<file path="config.mk">
export PLATFORM = sky130hd
export DESIGN_NAME = fscale2
export DESIGN_NICKNAME = d
export VERILOG_FILES = /design/src/rtl/fscale2.sv
export SDC_FILE = /design/constraint.sdc
export NUM_CORES = 1
export LEC_CHECK = 0
export CAP_MARGIN = 15
export CORE_AREA = 2 2 151 153
export CTS_CLUSTER_SIZE = 20
export DETAILED_ROUTE_END_ITERATION = 10
export DIE_AREA = 0 0 153 155
export GPL_ROUTABILITY_DRIVEN = 0
export MAX_ROUTING_LAYER = met4
export REMOVE_ABC_BUFFERS = 1
export SLEW_MARGIN = 0
export SYNTH_ARGS = -nofsm -noshare
export SYNTH_HDL_FRONTEND = slang
export SYNTH_SLANG_ARGS = --single-unit
</file>
<file path="constraint.sdc">
create_clock -name clk -period 9.3 [get_ports clk]
set_input_delay 1.86 -clock clk [delete_from_list [all_inputs] [get_ports clk]]
set_output_delay 1.86 -clock clk [all_outputs]
set_load 0.02 [all_outputs]
</file>
<file path="src/rtl/fscale2.sv">
// fscale2: two-stage pipelined binary32 scale-by-power-of-two (result = op * 2^k).
// Round-to-nearest-even, gradual or flushed underflow, overflow to infinity,
// NaN quieting, and {overflow, underflow, inexact} status flags.
// Ports:
//   clk, reset      clock, synchronous active-high reset
//   in_valid/ready  input handshake for op/k
//   op, k           binary32 operand, signed K_WIDTH-bit exponent adjustment
//   out_valid/ready output handshake for result/flags
//   result, flags   scaled value and {overflow, underflow, inexact}
module fscale2 #(
  parameter int unsigned K_WIDTH = 9,
  parameter bit          FTZ     = 1'b0
) (
  input  logic               clk,
  input  logic               reset,
  input  logic               in_valid,
  output logic               in_ready,
  input  logic [31:0]        op,
  input  logic [K_WIDTH-1:0] k,
  output logic               out_valid,
  input  logic               out_ready,
  output logic [31:0]        result,
  output logic [2:0]         flags
);

  // Biased exponent width: wide enough that exp + k never wraps.
  localparam int unsigned EW = K_WIDTH + 2;
  localparam logic signed [EW-1:0] E_INF = EW'(255);
  localparam logic signed [EW-1:0] E_ONE = EW'(1);

  logic          s1_valid_q, s1_valid_d;
  logic          s1_special_q, s1_special_d;
  logic [31:0]   s1_pass_q, s1_pass_d;
  logic          s1_sign_q, s1_sign_d;
  logic [23:0]   s1_m_q, s1_m_d;
  logic [EW-1:0] s1_e_q, s1_e_d;

  logic          out_valid_q, out_valid_d;
  logic [31:0]   result_q, result_d;
  logic [2:0]    flags_q, flags_d;

  logic s2_advance_c;
  logic s1_advance_c;
  logic in_fire_c;

  // Handshake: stage 2 moves when empty or drained; stage 1 follows it.
  assign s2_advance_c = !out_valid_q || out_ready;
  assign s1_advance_c = s1_valid_q && s2_advance_c;
  assign in_ready     = !s1_valid_q || s2_advance_c;
  assign in_fire_c    = in_valid && in_ready;

  assign out_valid = out_valid_q;
  assign result    = result_q;
  assign flags     = flags_q;

  // Stage 1: classify, normalise subnormals to a hidden-bit mantissa, add k.
  always_comb begin
    logic [7:0]    exp_in;
    logic [22:0]   frac_in;
    logic [4:0]    lz;
    logic [EW-1:0] e_ext;
    logic [EW-1:0] k_ext;

    s1_valid_d   = s1_valid_q;
    s1_special_d = s1_special_q;
    s1_pass_d    = s1_pass_q;
    s1_sign_d    = s1_sign_q;
    s1_m_d       = s1_m_q;
    s1_e_d       = s1_e_q;

    exp_in  = op[30:23];
    frac_in = op[22:0];

    lz = 5'd0;
    for (int i = 0; i < 23; i++) begin
      if (frac_in[i]) lz = 5'(22 - i);
    end

    k_ext = {{2{k[K_WIDTH-1]}}, k};
    e_ext = (exp_in != 8'd0) ? EW'(exp_in) : (EW'(0) - EW'(lz));

    if (in_fire_c) begin
      s1_valid_d   = 1'b1;
      s1_sign_d    = op[31];
      s1_special_d = (exp_in == 8'hFF) || ((exp_in == 8'd0) && (frac_in == 23'd0));
      // NaNs are quieted; Inf and zero pass through untouched.
      s1_pass_d    = ((exp_in == 8'hFF) && (frac_in != 23'd0))
                     ? {op[31], 8'hFF, 1'b1, frac_in[21:0]} : op;
      s1_m_d       = (exp_in != 8'd0) ? {1'b1, frac_in}
                                      : ({1'b0, frac_in} << (lz + 5'd1));
      s1_e_d       = e_ext + k_ext;
    end else if (s1_advance_c) begin
      s1_valid_d = 1'b0;
    end
  end

  // Stage 2: overflow, exact repack, or denormalise with round-to-nearest-even.
  always_comb begin
    logic [EW-1:0] sh_amt;
    logic [47:0]   shifted;
    logic [23:0]   mant;
    logic          guard;
    logic          sticky;
    logic          round_up;
    logic [23:0]   rounded;

    out_valid_d = out_valid_q;
    result_d    = result_q;
    flags_d     = flags_q;

    sh_amt   = EW'(1) - s1_e_q;
    shifted  = {s1_m_q, 24'd0} >> sh_amt[4:0];
    if (sh_amt >= EW'(26)) begin
      mant   = 24'd0;
      guard  = 1'b0;
      sticky = 1'b1;
    end else begin
      mant   = shifted[47:24];
      guard  = shifted[23];
      sticky = |shifted[22:0];
    end
    round_up = guard && (sticky || mant[0]);
    rounded  = mant + 24'(round_up);

    if (s2_advance_c) begin
      out_valid_d = s1_valid_q;
      if (s1_valid_q) begin
        if (s1_special_q) begin
          result_d = s1_pass_q;
          flags_d  = 3'b000;
        end else if ($signed(s1_e_q) >= E_INF) begin
          result_d = {s1_sign_q, 8'hFF, 23'd0};
          flags_d  = 3'b101;
        end else if ($signed(s1_e_q) >= E_ONE) begin
          result_d = {s1_sign_q, s1_e_q[7:0], s1_m_q[22:0]};
          flags_d  = 3'b000;
        end else if (FTZ) begin
          result_d = {s1_sign_q, 31'd0};
          flags_d  = 3'b011;
        end else begin
          // A carry into bit 23 lands in the exponent LSB, giving min normal.
          result_d = {s1_sign_q, 7'd0, rounded};
          flags_d  = {1'b0, guard || sticky, guard || sticky};
        end
      end
    end
  end

  // State registers.
  always_ff @(posedge clk) begin
    if (reset) begin
      s1_valid_q   <= 1'b0;
      s1_special_q <= 1'b0;
      s1_pass_q    <= 32'd0;
      s1_sign_q    <= 1'b0;
      s1_m_q       <= 24'd0;
      s1_e_q       <= '0;
      out_valid_q  <= 1'b0;
      result_q     <= 32'd0;
      flags_q      <= 3'b000;
    end else begin
      s1_valid_q   <= s1_valid_d;
      s1_special_q <= s1_special_d;
      s1_pass_q    <= s1_pass_d;
      s1_sign_q    <= s1_sign_d;
      s1_m_q       <= s1_m_d;
      s1_e_q       <= s1_e_d;
      out_valid_q  <= out_valid_d;
      result_q     <= result_d;
      flags_q      <= flags_d;
    end
  end

endmodule
</file>
==> flow_summary_export.csv, run 1 <==
group,metric,value,unit
outcome,status,"finished clean",
global_route,met2_usage,38.0,%
floorplan,std_cell_rows,55,
clocking,clock_latency,0.36,ns
timing,slew_viol_final,0,
synthesis,ys_seq_elements,105,
timing,fin_skew,0.0133,ns
timing,setup_viol,0,
global_route,gr-max-usage-layer,"met2",
worst_hold_path,hold_class,"reg -> reg",
floorplan,pin_count,82,
clocking,post_cts_buffers,0,
critical_path,reg2reg_slack,3.56,ns
detailed_routing,postRouteAntennaNets,0,
detailed_routing,first_pass_iters,7,
place,place_area,9620,um2
place,pre_cts_slack,2.65,ns
timing,clock.fmax,158,MHz
timing,hold_viol,0,
timing,fin_ws,2.98,ns
synthesis,synth_top_cells_by_count,"nand2_1 (152), nor2_1 (108), dfxtp_1 (105), a21oi_1 (94), clkbuf_1 (83)",
detailed_routing,wl_per_cell,21.1,um
power,p_per_area,146,nW/um2
global_route,grt_max_degree,65,
global_route,overflow,0,
floorplan,coreArea,22200,um2
power,internal_power,0.000890,W
finish,fin_cells,1410,
global_route,met3_usage,3.48,%
detailed_routing,via_per_inst,6.33,
clocking,cts_tree,"done",
synthesis,synth_enable_flop_cells,0,
synthesis,syn_area_per_cell,7.83,um2
synthesis,netlist_instances,1107,
critical_path,cp_max_fo,30,
synthesis,dominantRegCellSynth,"dfxtp_1",
global_route,grt_pass1_vias,8320,
synthesis,yosys_warnings,0,
critical_path,cp-start-kind,"primary input",
synthesis,synthDistinctLibCells,83,
critical_path,crit_path_frequent_cell,"a21oi_1",
synthesis,yosysSeqAreaShare,24.2,%
power,power_leakage,3.52,nW
power,p_seq_share,35.7,%
finish,syn2layout_area_growth,14.4,%
timing,rsz0062_at_grt,"false",
clocking,cts-root-buf,"clkbuf_16",
power,comb_power_share,37.4,%
synthesis,synth_top_cell_by_area,"dfxtp_1",
critical_path,reg2reg_depth,16,
global_route,antenna_found_initial,0,
worst_hold_path,worstHoldPathCells,2,
synthesis,syn_area,8670,um2
critical_path,crit_type,"in -> reg",
critical_path,cp.arrival,6.61,ns
detailed_routing,drc,0,
detailed_routing,first_iter_violations,1178,
timing,fin_crit_sh,67.9,%
global_route,grt_usage,25.5,%
power,clkPwrFrac,26.9,%
critical_path,max_stage_delay,0.70,ns
finish,antenna_cells,0,
place,io_buffers,81,
floorplan,dieWidth,153,um
worst_hold_path,worst_hold_path.endpoint,"s1_pass_q[30]$_SDFFE_PP0P_",
place,dpl.cell_count,1394,
finish,drive_gt1_share,11.5,%
clocking,h-tree-depth,3,
synthesis,synthTopCellsByArea,"dfxtp_1 (24%), mux4_2 (12%), nand2_1 (6.6%)",
power,ir_drop,0.0000842,V
timing,tightest_slew,0.945,ns
floorplan,start_util,39.0,%
detailed_routing,drt-total-wl,29700,um
floorplan,die_y,155,um
critical_path,endpoint_kind,"flip-flop",
power,sw_frac_of_total,38.5,%
critical_path,r2r_end,"result[20]$_SDFFE_PP0P_",
clocking,clk_pin_slew_worst_paths,0.08,ns
timing,slew-limit-headroom,36.4,%
run,cap_violations,0,
power,p_switching,0.000557,W
synthesis,yosysMostFrequentCell,"nand2_1",
finish,layout.nets,1181,
critical_path,reg2reg_from,"s1_e_q[2]$_SDFFE_PP0P_",
timing,fin_setup_tns,0,ns
worst_hold_path,hp-start,"s1_pass_q[30]$_SDFFE_PP0P_",
clocking,cts.sinks,105,
detailed_routing,route.vias.total,8929,
critical_path,path_cells,"clkdlybuf4s50_1, inv_1, a221oi_1, o311ai_0, a41oi_4, buf_4, inv_1, ha_1, a21o_1, fa_1, a21o_1, a21oi_1, o21bai_1, a21oi_1, o21bai_1, a21oi_1, xnor2_1, nand2_1, a21oi_1",
clocking,cts-buffers-inserted,9,
clocking,clk_path_buf_depth,2,
finish,final_area,9920,um2
global_route,met1_usage,35.8,%
critical_path,crit_required,9.59,ns
critical_path,critPathSlowestCell,"clkdlybuf4s50_1",
place,hpwl,22200,um
synthesis,async_flop_share,0,%
floorplan,die_area,23700,um2
global_route,grt_pass1_wl,47300,um
finish,fillerInstances,2268,
synthesis,netlist.area_leader.share,24.2,%
timing,fin_crit,6.32,ns
clocking,ctsResizeCount,0,
clocking,ctsHoldBuffers,0,
sequential cells by signal, indices dropped and copies added, names as in the netlist:
name	count
flags	3
out_valid	1
result	32
s1_e_q	11
s1_m_q	24
s1_pass_q	32
s1_special_q	1
s1_valid_q	1
power groups by stage:
stage	combinational (W)	clock (W)	sequential (W)
finish	0.000541	0.000389	0.000517
floorplan	0.000338	0	0.000534
detailed placement	0.000531	0	0.000527
global placement	0.000531	0	0.000525
global route	0.000585	0.000414	0.000522
CTS	0.000533	0.000399	0.000516
cells by family after synthesis:
| logic type | share of synthesized area (%) |
|---|---|
| compound gates | 22.8 |
| xor+xnor | 3.13 |
| fa+ha+maj | 2.40 |
| buf+inv | 5.71 |
| flops | 24.2 |
| mux | 16.4 |
| simple gates | 25.4 |
worst max-delay path by stage:
| stage | slack, ns | endpoint | depth (start not counted) | startpoint |
|---|---|---|---|---|
| floorplan | 1.97 | s1_e_q[8]$_SDFFE_PP0P_ | 17 | op[2] |
| global placement | 2.75 | s1_e_q[8]$_SDFFE_PP0P_ | 19 | op[2] |
| detailed placement | 2.65 | s1_e_q[10]$_SDFFE_PP0P_ | 18 | op[9] |
| CTS | 3.01 | s1_e_q[10]$_SDFFE_PP0P_ | 18 | op[9] |
| global route | 2.59 | s1_e_q[10]$_SDFFE_PP0P_ | 18 | op[9] |
| finish | 2.98 | s1_e_q[8]$_SDFFE_PP0P_ | 19 | op[9] |
critical path, delay by kind of cell:
kind	cells	cell delay, ns
AOI/OAI and AO/OA	11	2.26
buffers and inverters	4	1.31
adders and majority gates	2	0.94
xor gates and xnor gates	1	0.14
and+or+nand+nor	1	0.07
per-stage QoR:
step	power [W]	utilization [%]	hold WS [ns]
after floorplan	0.000871	-	0.425
after global placement	0.00106	43.3	0.441
after detailed placement	0.00106	43.3	0.442
after CTS	0.00145	44.6	0.452
after global routing	0.00152	44.6	0.477
final	0.00145	44.6	0.452
placed cells by master, fill, tap and decap left out, drive strengths merged, types with 24 or more instances in the layout:
| cell | n |
|---|---|
| a211oi | 24 |
| a21oi | 94 |
| clkdlybuf4s50 | 80 |
| dfxtp | 105 |
| inv | 29 |
| mux2i | 25 |
| mux4 | 46 |
| nand2 | 152 |
| nand3 | 27 |
| nor2 | 108 |
| nor3 | 67 |
| o21ai | 38 |
cell type report:
type,instances,area (um2),area share (%)
Sequential cell,105,2100,21.2
Tap cell,285,357,3.60
Inverter,26,97.6,0.984
Timing Repair Buffer,101,958,9.66
Clock buffer,9,225,2.27
Clock inverter,7,70.1,0.707
Multi-Input combinational cell,877,6110,61.6
metal layers:
metal	part of all wire [%]	vias to the layer above
met4	3.0	0
met3	7.2	68
met1	45	4268
li1	-	4167
met2	45	426
met5	0	-
Power figures use the tool's default switching activity.
==> inputs of run 2 (changes only) <==
==> constraint.sdc (replaced) <==
create_clock -name clk -period 6.4 [get_ports clk]
set_input_delay 1.28 -clock clk [delete_from_list [all_inputs] [get_ports clk]]
set_output_delay 1.28 -clock clk [all_outputs]
set_load 0.02 [all_outputs]
==> run 2 against run 1 <==
Net effect:
- global-route usage fell by 0.11 points
- critical path depth fell by 2
- combinational power rose by 45%
- first-iteration DRC count fell by 5.9%
- worst hold slack improved by 0.00096 ns
- cell count rose by 0.14%
- clock skew barely moved
- sequential power rose by 46%
- register-to-register slack got worse by 2.3 ns
- critical path type unchanged
- highest routed layer unchanged
==> flow_summary_export.csv, run 2 (synthesis results as in run 1) <==
group,metric,value,unit
critical_path,cp-start-kind,"primary input",
timing,fin_crit_sh,81.5,%
detailed_routing,wl_per_cell,21.1,um
critical_path,critPathSlowestCell,"clkdlybuf4s50_1",
global_route,grt_pass1_vias,8126,
global_route,grt_pass1_wl,47200,um
timing,setup_viol,0,
detailed_routing,first_pass_iters,7,
global_route,antenna_found_initial,0,
timing,fin_skew,0.0132,ns
detailed_routing,via_per_inst,6.33,
timing,hold_viol,0,
floorplan,coreArea,22200,um2
clocking,cts-root-buf,"clkbuf_16",
clocking,cts-buffers-inserted,9,
clocking,post_cts_buffers,0,
timing,slew_viol_final,0,
global_route,overflow,0,
critical_path,crit_type,"in -> reg",
worst_hold_path,hold_class,"reg -> reg",
critical_path,cp_max_fo,11,
floorplan,start_util,39.0,%
detailed_routing,drt-total-wl,29800,um
critical_path,endpoint_kind,"flip-flop",
critical_path,crit_path_frequent_cell,"a21oi_1",
finish,layout_commonest_cell,"nand2_1",
finish,drive_gt1_share,11.6,%
clocking,cts_tree,"done",
finish,layout.nets,1183,
critical_path,cp.arrival,5.50,ns
critical_path,max_stage_delay,0.68,ns
detailed_routing,postRouteAntennaNets,0,
power,p_total,0.00209,W
detailed_routing,drc,0,
detailed_routing,first_iter_violations,1109,
critical_path,path_delay_family,"compound AO/OA/AOI/OAI gates",
finish,multi_input_area,6110,um2
outcome,status,"finished clean",
floorplan,std_cell_rows,55,
finish,fin_cells,1412,
place,hpwl,22000,um
floorplan,pin_count,82,
global_route,grt_max_degree,56,
timing,rsz0062_at_grt,"false",
floorplan,dieWidth,153,um
clocking,clk_pin_slew_worst_paths,0.08,ns
finish,syn2layout_area_growth,14.6,%
timing,holdWs,0.453,ns
place,io_buffers,81,
finish,seq_area,2100,um2
clocking,ctsResizeCount,0,
critical_path,path_cells,"clkdlybuf4s50_1, nand2b_1, a221oi_1, o311ai_0, a41oi_4, inv_1, ha_1, a21o_1, fa_1, a21o_1, a21oi_1, o21bai_1, a21oi_1, o21bai_1, a21oi_1, nand3b_1, a311oi_1",
finish,antenna_cells,0,
timing,fin_crit,5.22,ns
timing,tightest_slew,0.900,ns
timing,fin_setup_tns,0,ns
place,dpl.cell_count,1396,
clocking,ctsHoldBuffers,0,
finish,final_cell_mix,"nand2_1 (151), nor2_1 (108), dfxtp_1 (104)",
finish,fillerInstances,2261,
timing,slew-limit-headroom,39.5,%
detailed_routing,route.vias.total,8945,
power,ir_drop,0.000117,V
clocking,clock_latency,0.36,ns
timing,clock.fmax,192,MHz
power,p_per_area,211,nW/um2
floorplan,die_y,155,um
floorplan,die_area,23700,um2
clocking,h-tree-depth,3,
global_route,grt_usage,25.4,%
critical_path,cp.buffers_inverters,2,
power,power_leakage,3.53,nW
critical_path,crit_required,6.68,ns
run,cap_violations,0,
clocking,clk_path_buf_depth,2,
clocking,cts.sinks,105,
==> run 2: cell count changes in the layout (fill, tap and decap cells not counted), sizes merged <==
cell and delta:
clkinv +1, buf +2, inv -1
==> run 2: through the flow <==
step / instance area (um2) / setup WS (ns) / util (%)
after floorplan: 8270 / -0.346 / -
after global placement: 9640 / 0.923 / 43.4
after detailed placement: 9640 / 0.808 / 43.4
after CTS: 9930 / 1.17 / 44.7
after global routing: 9930 / 0.879 / 44.7
final: 9930 / 1.18 / 44.7
==> run 2: worst paths after layout <==
path | from | to | slack, ns | cells after the start
max | op[2] | s1_e_q[10]$_SDFFE_PP0P_ | 1.18 | 17
min | s1_pass_q[31]$_SDFFE_PP0P_ | result[31]$_SDFFE_PP0P_ | 0.45 | 2
max reg2reg | s1_e_q[1]$_SDFFE_PP0P_ | result[20]$_SDFFE_PP0P_ | 1.22 | 16
min reg2reg | s1_pass_q[31]$_SDFFE_PP0P_ | result[31]$_SDFFE_PP0P_ | 0.45 | 2
==> run 2: area by class of cell <==
type,instances,share of cell area (%)
multi-input cells,877,61.5
flip-flops and latches,105,21.2
repair buffers,103,9.80
well taps,285,3.59
clock buffers,9,2.27
inverters,26,0.982
clock inverters,7,0.718
==> run 2: tightest hold or removal path: stages, from the launching register on <==
cell and delay (ns):
dfxtp_1 0.31, nand2_1 0.05, a21oi_1 0.05
==> run 2: metal layers <==
metal / vias up / GRT usage, % / wire length (um) / part of all wire (%)
li1: 4169 / - / - / -
met1: 4287 / 35.7 / 13400 / 45
met2: 428 / 38.0 / 13400 / 45
met3: 61 / 3.73 / 2250 / 7.6
met4: 0 / 7.23 / 688 / 2.3
met5: - / - / 0 / 0
==> run 2: where the power goes <==
group | internal [W] | switching (W)
registers | 0.000697 | 0.0000560
logic | 0.000321 | 0.000466
clock network | 0.000275 | 0.000279
total | 0.00129 | 0.000801
==> inputs of run 3 (changes only) <==
==> constraint.sdc (replaced) <==
create_clock -name clk -period 4.59 [get_ports clk]
set_input_delay 0.918 -clock clk [delete_from_list [all_inputs] [get_ports clk]]
set_output_delay 0.918 -clock clk [all_outputs]
set_load 0.02 [all_outputs]
==> run 3 against run 2 <==
Net effect:
- non-clock buffer count is 99 higher
- die area stayed put
- clock power is 50% higher
- critical endpoint is now result[6]$_SDFFE_PP0P_
- largest power group unchanged
==> flow_summary_export.csv, run 3 (synthesis results as in run 1) <==
group,metric,value,unit
outcome,status,"finished clean",
clocking,clk_path_buf_depth,2,
floorplan,die_y,155,um
power,p_per_area,290,nW/um2
critical_path,crit_type,"reg -> reg",
global_route,grt_usage,26.1,%
timing,holdWs,0.453,ns
power,ir_drop,0.000194,V
critical_path,path_delay_family,"simple AND/OR/NAND/NOR gates",
detailed_routing,first_pass_iters,6,
timing,rsz0062_at_grt,"true",
clocking,clk_pin_slew_worst_paths,0.08,ns
critical_path,cp_max_fo,7,
worst_hold_path,worstHoldPathCells,2,
critical_path,cp-start-kind,"flip-flop",
global_route,grt_pass1_vias,8624,
worst_hold_path,hp-start,"s1_pass_q[31]$_SDFFE_PP0P_",
finish,layout_commonest_cell,"nand2_1",
critical_path,crit_required,4.88,ns
detailed_routing,drt-total-wl,30600,um
critical_path,cp.arrival,4.64,ns
place,io_buffers,81,
global_route,grt_max_degree,68,
timing,fin_skew,0.0101,ns
critical_path,critPathSlowestCell,"or4b_2",
detailed_routing,wl_per_cell,20.2,um
critical_path,max_stage_delay,0.68,ns
floorplan,coreArea,22200,um2
power,p_total,0.00312,W
run,cap_violations,0,
critical_path,reg2reg_slack,0.24,ns
floorplan,std_cell_rows,55,
timing,hold_viol,0,
place,hpwl,23500,um
finish,antenna_cells,0,
worst_hold_path,hold_class,"reg -> reg",
power,power_leakage,4.05,nW
detailed_routing,route.vias.total,9204,
timing,fin_crit,4.35,ns
critical_path,r2r_end,"result[6]$_SDFFE_PP0P_",
timing,tightest_slew,0.779,ns
detailed_routing,drc,0,
floorplan,start_util,39.0,%
floorplan,dieWidth,153,um
detailed_routing,first_iter_violations,1096,
global_route,antenna_found_initial,0,
clocking,clock_latency,0.37,ns
floorplan,die_area,23700,um2
clocking,h-tree-depth,3,
timing,slew_viol_final,0,
critical_path,reg2reg_depth,16,
clocking,ctsHoldBuffers,0,
clocking,cts_tree,"done",
clocking,cts-buffers-inserted,9,
critical_path,path_cells,"buf_6, mux4_2, mux4_2, or4b_2, nor4b_2, nand4_1, nand2_2, a211oi_1, ha_1, ha_1, buf_4, nand3b_1, xnor2_1, o21ai_0, o21ai_0, a211oi_1",
finish,fillerInstances,2156,
finish,fin_cells,1511,
finish,drive_gt1_share,19.3,%
finish,final_cell_mix,"nand2_1 (150), buf_4 (117), nor2_1 (108)",
floorplan,pin_count,82,
detailed_routing,postRouteAntennaNets,0,
global_route,overflow,0,
finish,syn2layout_area_growth,24.4,%
finish,layout.nets,1282,
place,dpl.cell_count,1490,
timing,setup_viol,0,
critical_path,cp.buffers_inverters,2,
worst_hold_path,worst_hold_path.endpoint,"result[31]$_SDFFE_PP0P_",
critical_path,reg2reg_from,"s1_e_q[1]$_SDFFE_PP0P_",
critical_path,endpoint_kind,"flip-flop",
detailed_routing,via_per_inst,6.09,
clocking,cts.sinks,105,
global_route,grt_pass1_wl,48100,um
clocking,cts-root-buf,"clkbuf_16",
timing,slew-limit-headroom,47.9,%
timing,fin_crit_sh,94.8,%
timing,clock.fmax,230,MHz
[run 3: worst max path at each step]
stage	start	end	cells after the start	slack, ns
2_1_floorplan	op[2]	s1_e_q[8]$_SDFFE_PP0P_	17	-1.79
4_1_cts	s1_e_q[1]$_SDFFE_PP0P_	result[12]$_SDFFE_PP0P_	19	0.09
3_3_place_gp	op[5]	s1_e_q[8]$_SDFFE_PP0P_	19	-0.01
3_5_place_dp	op[1]	s1_e_q[10]$_SDFFE_PP0P_	18	-0.13
5_1_grt	s1_e_q[1]$_SDFFE_PP0P_	result[14]$_SDFFE_PP0P_	19	-0.14
6_report	s1_e_q[1]$_SDFFE_PP0P_	result[6]$_SDFFE_PP0P_	16	0.24
[run 3: routing by layer]
layer	wire [um]	part of all wire (%)	up-vias	track usage, %
met4	979	3.2	0	10.0
met1	13600	44	4320	35.3
met5	0	0	-	-
met3	2150	7.0	75	4.09
li1	-	-	4384	-
met2	13900	45	425	39.4
[run 3: what timing repair did]
action                                  in CTS  in global routing
endpoints found under the hold margin        0                  0
endpoints found under the setup margin       0                 23
buffers inserted                             0                  5
resized for setup                            0                  9
[run 3: power breakdown]
part	leakage [nW]	internal, W	switching, W
sequential	0.867	0.000972	0.0000668
clock	0.152	0.000396	0.000437
combinational	3.03	0.000550	0.000700
total	4.05	0.00192	0.00120
[run 3: final cells by class]
class                   count  area, um2  area share (%)
inverters                  26       97.6           0.905
multi-input cells         877       6140            56.9
well taps                 285        357            3.31
repair buffers            202       1770            16.4
clock buffers               9        225            2.09
clock inverters             7       91.3           0.847
flip-flops and latches    105       2110            19.5
[run 3: worst reg2reg max path: cells and delay by family (launching register included)]
kind	cells	cell delay, ns
AO/OA/AOI/OAI	4	0.62
AND/OR/NAND/NOR	5	1.32
buffers and inverters	2	0.30
flip-flops	1	0.42
adder cells (fa/ha/maj)	2	0.43
XOR/XNOR	1	0.09
multiplexers	2	1.09
[run 3: per-stage QoR]
stage                     setup slack (ns)  setup TNS, ns  area (um2)  utilization [%]
after global routing                -0.140         -0.848       10800             48.5
after global placement             -0.0102        -0.0151       10400             46.8
after floorplan                      -1.79         -80.15        8270                -
after CTS                           0.0880              0       10700             48.2
after detailed placement            -0.131         -0.229       10400             46.8
final                                0.237              0       10800             48.5
